### src/rtl/vga_timing.sv
// rtl/vga_timing.sv - VGA raster timing generator
// Drives pixel requests and the VGA pins, with sync and blanking delayed to match the pixel-source latency.
package vga_timing_pkg;
  typedef logic [11:0] color_t;
endpackage

module vga_timing
  import vga_timing_pkg::*;
#(
  parameter int CLK_DIV  = 2,
  parameter int H_VIS    = 640,
  parameter int H_FP     = 16,
  parameter int H_SYNC   = 96,
  parameter int H_BP     = 48,
  parameter int V_VIS    = 480,
  parameter int V_FP     = 10,
  parameter int V_SYNC   = 2,
  parameter int V_BP     = 33,
  parameter int SYNC_POL = 0,
  parameter int LAT      = 2
) (
  input  logic       clk,
  input  logic       rst,
  output logic [9:0] px_x,
  output logic [9:0] px_y,
  output logic       px_valid,
  output logic       px_tick,
  input  color_t     px_color,
  output logic       frame_start,
  output logic       vblank,
  output color_t     vga_color,
  output logic       vga_hs,
  output logic       vga_vs
);

  localparam int H_TOT = H_VIS + H_FP + H_SYNC + H_BP;
  localparam int V_TOT = V_VIS + V_FP + V_SYNC + V_BP;
  localparam int DIV_W = (CLK_DIV > 1) ? $clog2(CLK_DIV) : 1;
  localparam int DL_N  = (LAT > 0) ? LAT : 1;

  localparam logic [DIV_W-1:0] DIV_LAST = DIV_W'(CLK_DIV - 1);
  localparam logic [9:0]  H_LAST   = 10'(H_TOT - 1);
  localparam logic [9:0]  V_LAST   = 10'(V_TOT - 1);
  localparam logic [10:0] H_VIS_L  = 11'(H_VIS);
  localparam logic [10:0] V_VIS_L  = 11'(V_VIS);
  localparam logic [10:0] HS_BEG   = 11'(H_VIS + H_FP);
  localparam logic [10:0] HS_END   = 11'(H_VIS + H_FP + H_SYNC);
  localparam logic [10:0] VS_BEG   = 11'(V_VIS + V_FP);
  localparam logic [10:0] VS_END   = 11'(V_VIS + V_FP + V_SYNC);
  localparam logic        ACT      = (SYNC_POL != 0);
  localparam logic [2:0]  DL_IDLE  = {~ACT, ~ACT, 1'b0};

  if (H_TOT > 1024 || V_TOT > 1024) begin : g_bad_totals
    $error("vga_timing: H_TOT or V_TOT does not fit the 10-bit counters");
  end
  if (CLK_DIV < 1 || LAT < 0 || LAT > 7) begin : g_bad_params
    $error("vga_timing: CLK_DIV must be >= 1 and LAT within 0..7");
  end

  logic [DIV_W-1:0]       div_q, div_d;
  logic [9:0]             h_q, h_d, v_q, v_d;
  logic [DL_N-1:0][2:0]   dl_q, dl_d;
  color_t                 color_q, color_d;
  logic                   hs_q, hs_d, vs_q, vs_d;
  logic                   hs_lvl, vs_lvl;
  logic [2:0]             raw, tap;

  // Gating with rst keeps tick and frame_start low while held in reset, even with CLK_DIV=1.
  assign px_tick     = (div_q == DIV_LAST) && !rst;
  assign px_x        = h_q;
  assign px_y        = v_q;
  assign px_valid    = ({1'b0, h_q} < H_VIS_L) && ({1'b0, v_q} < V_VIS_L);
  assign vblank      = ({1'b0, v_q} >= V_VIS_L);
  assign frame_start = px_tick && (h_q == 10'd0) && (v_q == 10'd0);

  assign hs_lvl = (({1'b0, h_q} >= HS_BEG) && ({1'b0, h_q} < HS_END)) ? ACT : ~ACT;
  assign vs_lvl = (({1'b0, v_q} >= VS_BEG) && ({1'b0, v_q} < VS_END)) ? ACT : ~ACT;
  assign raw    = {hs_lvl, vs_lvl, px_valid};
  assign tap    = (LAT == 0) ? raw : dl_q[DL_N-1];

  assign vga_color = color_q;
  assign vga_hs    = hs_q;
  assign vga_vs    = vs_q;

  always_comb begin
    div_d   = div_q;
    h_d     = h_q;
    v_d     = v_q;
    dl_d    = dl_q;
    color_d = color_q;
    hs_d    = hs_q;
    vs_d    = vs_q;
    if (px_tick) begin
      div_d = '0;
      if (h_q == H_LAST) begin
        h_d = '0;
        v_d = (v_q == V_LAST) ? 10'd0 : v_q + 10'd1;
      end else begin
        h_d = h_q + 10'd1;
      end
      dl_d[0] = raw;
      for (int i = 1; i < DL_N; i++) begin
        dl_d[i] = dl_q[i-1];
      end
      color_d = tap[0] ? px_color : '0;
      hs_d    = tap[2];
      vs_d    = tap[1];
    end else begin
      div_d = div_q + 1'b1;
    end
  end

  always_ff @(posedge clk) begin
    if (rst) begin
      div_q   <= '0;
      h_q     <= '0;
      v_q     <= '0;
      dl_q    <= {DL_N{DL_IDLE}};
      color_q <= '0;
      hs_q    <= ~ACT;
      vs_q    <= ~ACT;
    end else begin
      div_q   <= div_d;
      h_q     <= h_d;
      v_q     <= v_d;
      dl_q    <= dl_d;
      color_q <= color_d;
      hs_q    <= hs_d;
      vs_q    <= vs_d;
    end
  end

endmodule

### config.mk
export PLATFORM = sky130hd
export DESIGN_NAME = vga_timing
export DESIGN_NICKNAME = d
export VERILOG_FILES = /design/src/rtl/vga_timing.sv
export SDC_FILE = /design/constraint.sdc
export NUM_CORES = 1
export LEC_CHECK = 0
export ABC_AREA = 1
export CORE_MARGIN = 2
export CORE_UTILIZATION = 40
export CTS_CLUSTER_DIAMETER = 120
export DETAILED_ROUTE_END_ITERATION = 8
export HOLD_SLACK_MARGIN = 0.03
export MAX_ROUTING_LAYER = met4
export PLACE_DENSITY_LB_ADDON = 0.25
export SLEW_MARGIN = 5
export SYNTH_ARGS = -nofsm -noshare
export SYNTH_HDL_FRONTEND = slang
export SYNTH_SLANG_ARGS = --single-unit
### constraint.sdc
create_clock -name clk -period 1.51 [get_ports clk]
set_input_delay 0.151 -clock clk [delete_from_list [all_inputs] [get_ports clk]]
set_output_delay 0.151 -clock clk [all_outputs]
set_load 0.05 [all_outputs]
Word-level counts from Yosys, hierarchy flattened
Index checks and enable logic that the tools add are counted.
{"block": "totals", "register_bits": 41, "input_bits": 14, "out_inout_bits": 38, "elab_cells": 36}
{"block": "op_classes", "n_addsub": 3, "n_lt_le_gt_ge": 7, "n_eq_ne": 2, "mux": 5, "reduce_logical": 11}
{"operator": "$add 10x1->10 const B", "count": 2}
{"operator": "$eq 10x10->1 const B", "count": 2}
{"operator": "$ge 10x9->1 const B", "count": 2}
{"operator": "$logic_not 10->1", "count": 2}
{"operator": "$lt 10x10->1 const B", "count": 2}
{"operator": "$lt 10x9->1 const B", "count": 2}
{"operator": "$mux 10", "count": 2}
{"operator": "$mux 12", "count": 1}
{"operator": "$ge 10x10->1 const B", "count": 1}
{"operator": "$logic_and 1x1->1", "count": 6}
{"operator": "$mux 1", "count": 2}
{"operator": "$reduce_and 2->1", "count": 1}
{"operator": "$reduce_or 2->1", "count": 1}
{"operator": "$add 1x1->1 const B", "count": 1}
{"operator": "$logic_not 1->1", "count": 1}

Depth between registers and ports, before layout
{"block": "logic_depth", "ltp_word": 4, "mapped_depth": 10, "mapped_depth_nobuf": 9}

Worst setup path before layout
No wires, ideal clock.
{"block": "synth_timing", "path_type": "register -> register", "from": "register v_q[6], in the netlist px_y[6]", "to": "register dl_q[0] in the netlist's numbering", "setup_time_ps": 74, "arrival_time_ps": 2343, "required_ps": 1436, "setup_slack_ps": -908, "path_stages_with_launch": 8, "path_buffers": 0, "synth_period_minus_slack_ps": 2418, "cell_sequence": "dfxtp_1 -> nand2_1 -> nor2_1 -> nor2_1 -> inv_1 -> nor3_1 -> nand2_1 -> o21ai_0"}
{"block": "synth_between", "elab_chain_cells": 2}
{"element": "from (decl)", "line": "61", "text": "logic [9:0] h_q, h_d, v_q, v_d;"}
{"element": "from (signal assigned)", "line": "125", "text": "v_q <= v_d;"}
{"element": "$lt 10x9->1", "line": "72", "text": "assign px_valid = ({1'b0, h_q} < H_VIS_L) && ({1'b0, v_q} < V_VIS_L);"}
{"element": "$logic_and 1x1->1", "line": "72"}
{"element": "net px_valid", "line": "26", "text": "output logic px_valid,"}
{"element": "to (signal assigned)", "line": "118", "text": "dl_q <= {DL_N{DL_IDLE}};"}
{"element": "to (signal assigned)", "line": "126", "text": "dl_q <= dl_d;"}
{"element": "to (decl)", "line": "62", "text": "logic [DL_N-1:0][2:0] dl_q, dl_d;"}
The timed path passes the listed nets, and every way through them passes these cells.
A chain may end at the register's enable or synchronous reset.

Worst setup path after layout
{"block": "layout_timing", "from": "register h_q[7], in the netlist px_x[7]", "to": "output frame_start"}
{"block": "layout_between", "elab_chain_cells": 3}
{"element": "from (decl)", "line": "61"}
{"element": "from (signal assigned)", "line": "116", "text": "h_q <= '0;"}
{"element": "from (signal assigned)", "line": "124", "text": "h_q <= h_d;"}
{"element": "$logic_not 10->1", "line": "74", "text": "assign frame_start = px_tick && (h_q == 10'd0) && (v_q == 10'd0);"}
{"element": "$logic_and 1x1->1 (2 in series)", "line": "74"}
{"element": "to (decl)", "line": "29", "text": "output logic frame_start,"}
No other way between the ends.

==> flow_summary.toml <==
[synthesis]
synth.avg_cell_area_um2 = 7.699
seq_area_frac_synth_pct = 41.97
synth_nets = 272
async_reset_ff_share_pct = 0
synth-edff-count = 0
synthCells = 254
yosys_warnings = 0
yosys.area.top_type = "dfxtp_1"
synth-seq-cells = 41
synth_top_cells_by_count = "nand2_1 (51), dfxtp_1 (41), inv_1 (41)"
synth-main-ff-cell = "dfxtp_1"
yosysTopAreaCellShare_pct = 41.97
synth_area_leaders = "dfxtp_1 (42%), nand2_1 (9.8%), inv_1 (7.9%), a32o_1 (6.1%), nor2_1 (6.0%)"
synth_cell_types = 29
synth.most_common_cell = "nand2_1"
syn_area_mm2 = 0.001956

[sta]
finalClockSkew_ns = 0.007761
period_share_pct = 107.7
final_hold_viol_count = 0
rsz0062_at_grt = "yes"
finalSetupViolCount = 2
worst_slack_ns = -0.1169
slew_headroom_pct = 71.43
timing.hold.ws_ns = 0.4403
period_needed_ns = 1.627
fmax_mhz = 614.7
tightest_slew_ns = 0.4280
drv_slew = 0

[clock_network]
root_buffer = "clkbuf_8"
clock-sinks = 41
htreeDepth = 2
tritoncts = "built"
clk_latency_ns = 0.30
cts_buffer_depth = 2
clk_pin_slew_worst_paths_ns = 0.09
cts_made_buffers = 5

[global_routing]
grt_util_met2_pct = 31.15
grt_start_max_net_pins = 20
grt_use_met3_pct = 5.761
grt_pass1_wl_um = 8169
gr-usage-all-layers_pct = 20.16
gr-total-overflow = 0
antenna_found_initial = 0
gr-max-usage-layer = "met2"
use_met1_pct = 25.15
grt_pass1_vias = 1838

[pwr]
clkPwrFrac_pct = 40.5
p_sw_share_pct = 23.76
power_frac_seq_pct = 49.8
vdd_drop_max_uv = 584.8
powerDensity_mw_per_mm2 = 714.6
comb_power_share_pct = 9.7
p_sw_mw = 0.5219
intPower_mw = 1.675
p_leak_nw = 1.333

[setup_path]
r2r-end = "px_y[9]"
cp_max_fo = 7
worst_setup_path_end_kind = "output port"
worst-setup-path-type = "reg2out"
worstRegToRegCells = 9
start_kind = "flop"
worstReg2RegStart = "px_x[0]"
worstPathRequired_ns = 1.36
worst_ep_arrival_time_ns = 1.48
r2r_slack_ns = 0.05

[floorplanning]
core_mm2 = 0.004723
die-area_mm2 = 0.005464
die_w_um = 73.92
dieHeight_um = 73.92
core.rowCount = 25
initial_core_util_pct = 41.40
pin_count = 52

[final_layout]
drive_above_1_share_pct = 42.31
nFillCells = 375
antennaDiodeCount = 0
syn2layout_area_growth_pct = 57.20
nNetsFinal = 355

[min_path]
hold_depth = 4
min_from = "rst"
min_path_type = "in2reg"
holdPathEnd = "px_x[0]"

[placed_design]
io_buffers = 51
place_ws_ns = -0.09665
dp_hpwl_um = 3556
place_congestion = 0.9279

[route]
firstDrtPassIters = 4
via_per_inst = 4.830
route.detailed.drc = 0
ant_nets = 0
first_iter_violations = 136
num_vias = 1956
routedWlPerCell_um = 12.98
totalWireLength_um = 5256

[outcome]
violations = "negative setup slack"
status = "finished with violations"

[job]
drv_cap = 0
final cells by class:
type / instances / area [um^2] / share of cell area, %
multi-input cells: 163 / 1066 / 34.68
flip-flops and latches: 41 / 868.3 / 28.25
repair buffers: 83 / 759.5 / 24.70
inverters: 43 / 183.9 / 5.983
well taps: 67 / 83.83 / 2.727
clock buffers: 5 / 68.82 / 2.239
clock inverters: 3 / 43.79 / 1.425
registers in the layout, indices dropped and copies added (netlist names):
name,flops
div_q,1
tap,3
px_y,10
vga_hs,1
vga_color,12
vga_vs,1
dl_q,3
px_x,10
per-layer routing:
layer / share of wire, % / up-vias
met1: 47 / 906
met3: 4.7 / 6
met2: 48 / 47
li1: - / 997
met5: 0 / -
met4: 0.97 / 0
worst max-delay path: stages, from the launching register on:
cell     delay [ns]
dfxtp_2        0.33
buf_6          0.13
nor2_4         0.08
nand3_2        0.09
nor4_4         0.36
buf_12         0.18
power by group through the flow:
stage          Combinational, mW  Clock (mW)  Sequential (mW)
2_1_floorplan             0.0802           0             1.14
3_3_place_gp               0.182           0             1.12
3_5_place_dp               0.183           0             1.12
4_1_cts                    0.194       0.910             1.09
5_1_grt                    0.228       0.959             1.10
6_report                   0.214       0.890             1.09
logic make-up (layout without fill, tap and decap cells):
logic type / after synthesis / count (layout) / share of synthesized area, %
flip-flops: 41 / 41 / 41.97
buffers and inverters: 50 / 134 / 11.64
AO/OA/AOI/OAI: 37 / 37 / 14.20
AND/OR/NAND/NOR: 117 / 117 / 27.38
adder cells (fa/ha/maj): 4 / 4 / 2.559
XOR/XNOR: 5 / 5 / 2.239
cell usage in the layout (no fill, tap or decap), types with 2 or more instances in the layout:
master           instances
a21oi_1                  3
a22oi_1                  2
a32o_1                  12
buf_12                   6
buf_4                   56
buf_6                    8
clkbuf_8                 5
clkdlybuf4s50_1         12
dfxtp_1                 21
dfxtp_2                 11
dfxtp_4                  9
ha_4                     3
inv_1                   32
inv_2                    4
inv_4                    5
inv_6                    3
nand2_1                 45
nand2_2                  3
nand2_4                  4
nand3_1                 14
nand3_2                  3
nand3_4                  2
nand4_1                  8
nor2_1                  23
nor2_2                   5
nor2_4                   6
o21ai_0                  6
o21ai_1                  3
o21ai_2                  6
o22ai_1                  4
xor2_1                   5
per-stage QoR:
step / total power [mW] / TNS, ns / instance area [um^2] / instances / util (%)
6_report: 2.197 / -0.1855 / 3074 / 405 / 65.09
3_3_place_gp: 1.303 / -0.4771 / 2696 / 384 / 57.09
3_5_place_dp: 1.305 / -0.7673 / 2696 / 384 / 57.09
2_1_floorplan: 1.219 / -0.1593 / 2038 / 254 / -
5_1_grt: 2.284 / -0.4963 / 3074 / 405 / 65.09
4_1_cts: 2.198 / -0.2554 / 2937 / 401 / 62.17
worst max-delay path by stage:
stage                     startpoint  cells past startpoint     endpoint
after detailed placement         rst                      8      px_x[3]
after global routing         px_y[8]                      4  frame_start
after CTS                    px_y[7]                      6  frame_start
final                        px_x[7]                      5  frame_start
after floorplan              px_y[5]                      5  frame_start
after global placement           rst                      8      px_x[3]
what timing repair did:
item / in CTS / in global routing
setup endpoints to repair: 2 / 17
setup buffers: 11 / 5
hold buffers: 0 / 0
gates resized for setup: 25 / 26
pin swaps: 10 / 5
No activity file was read; power rests on OpenSTA's default activity.
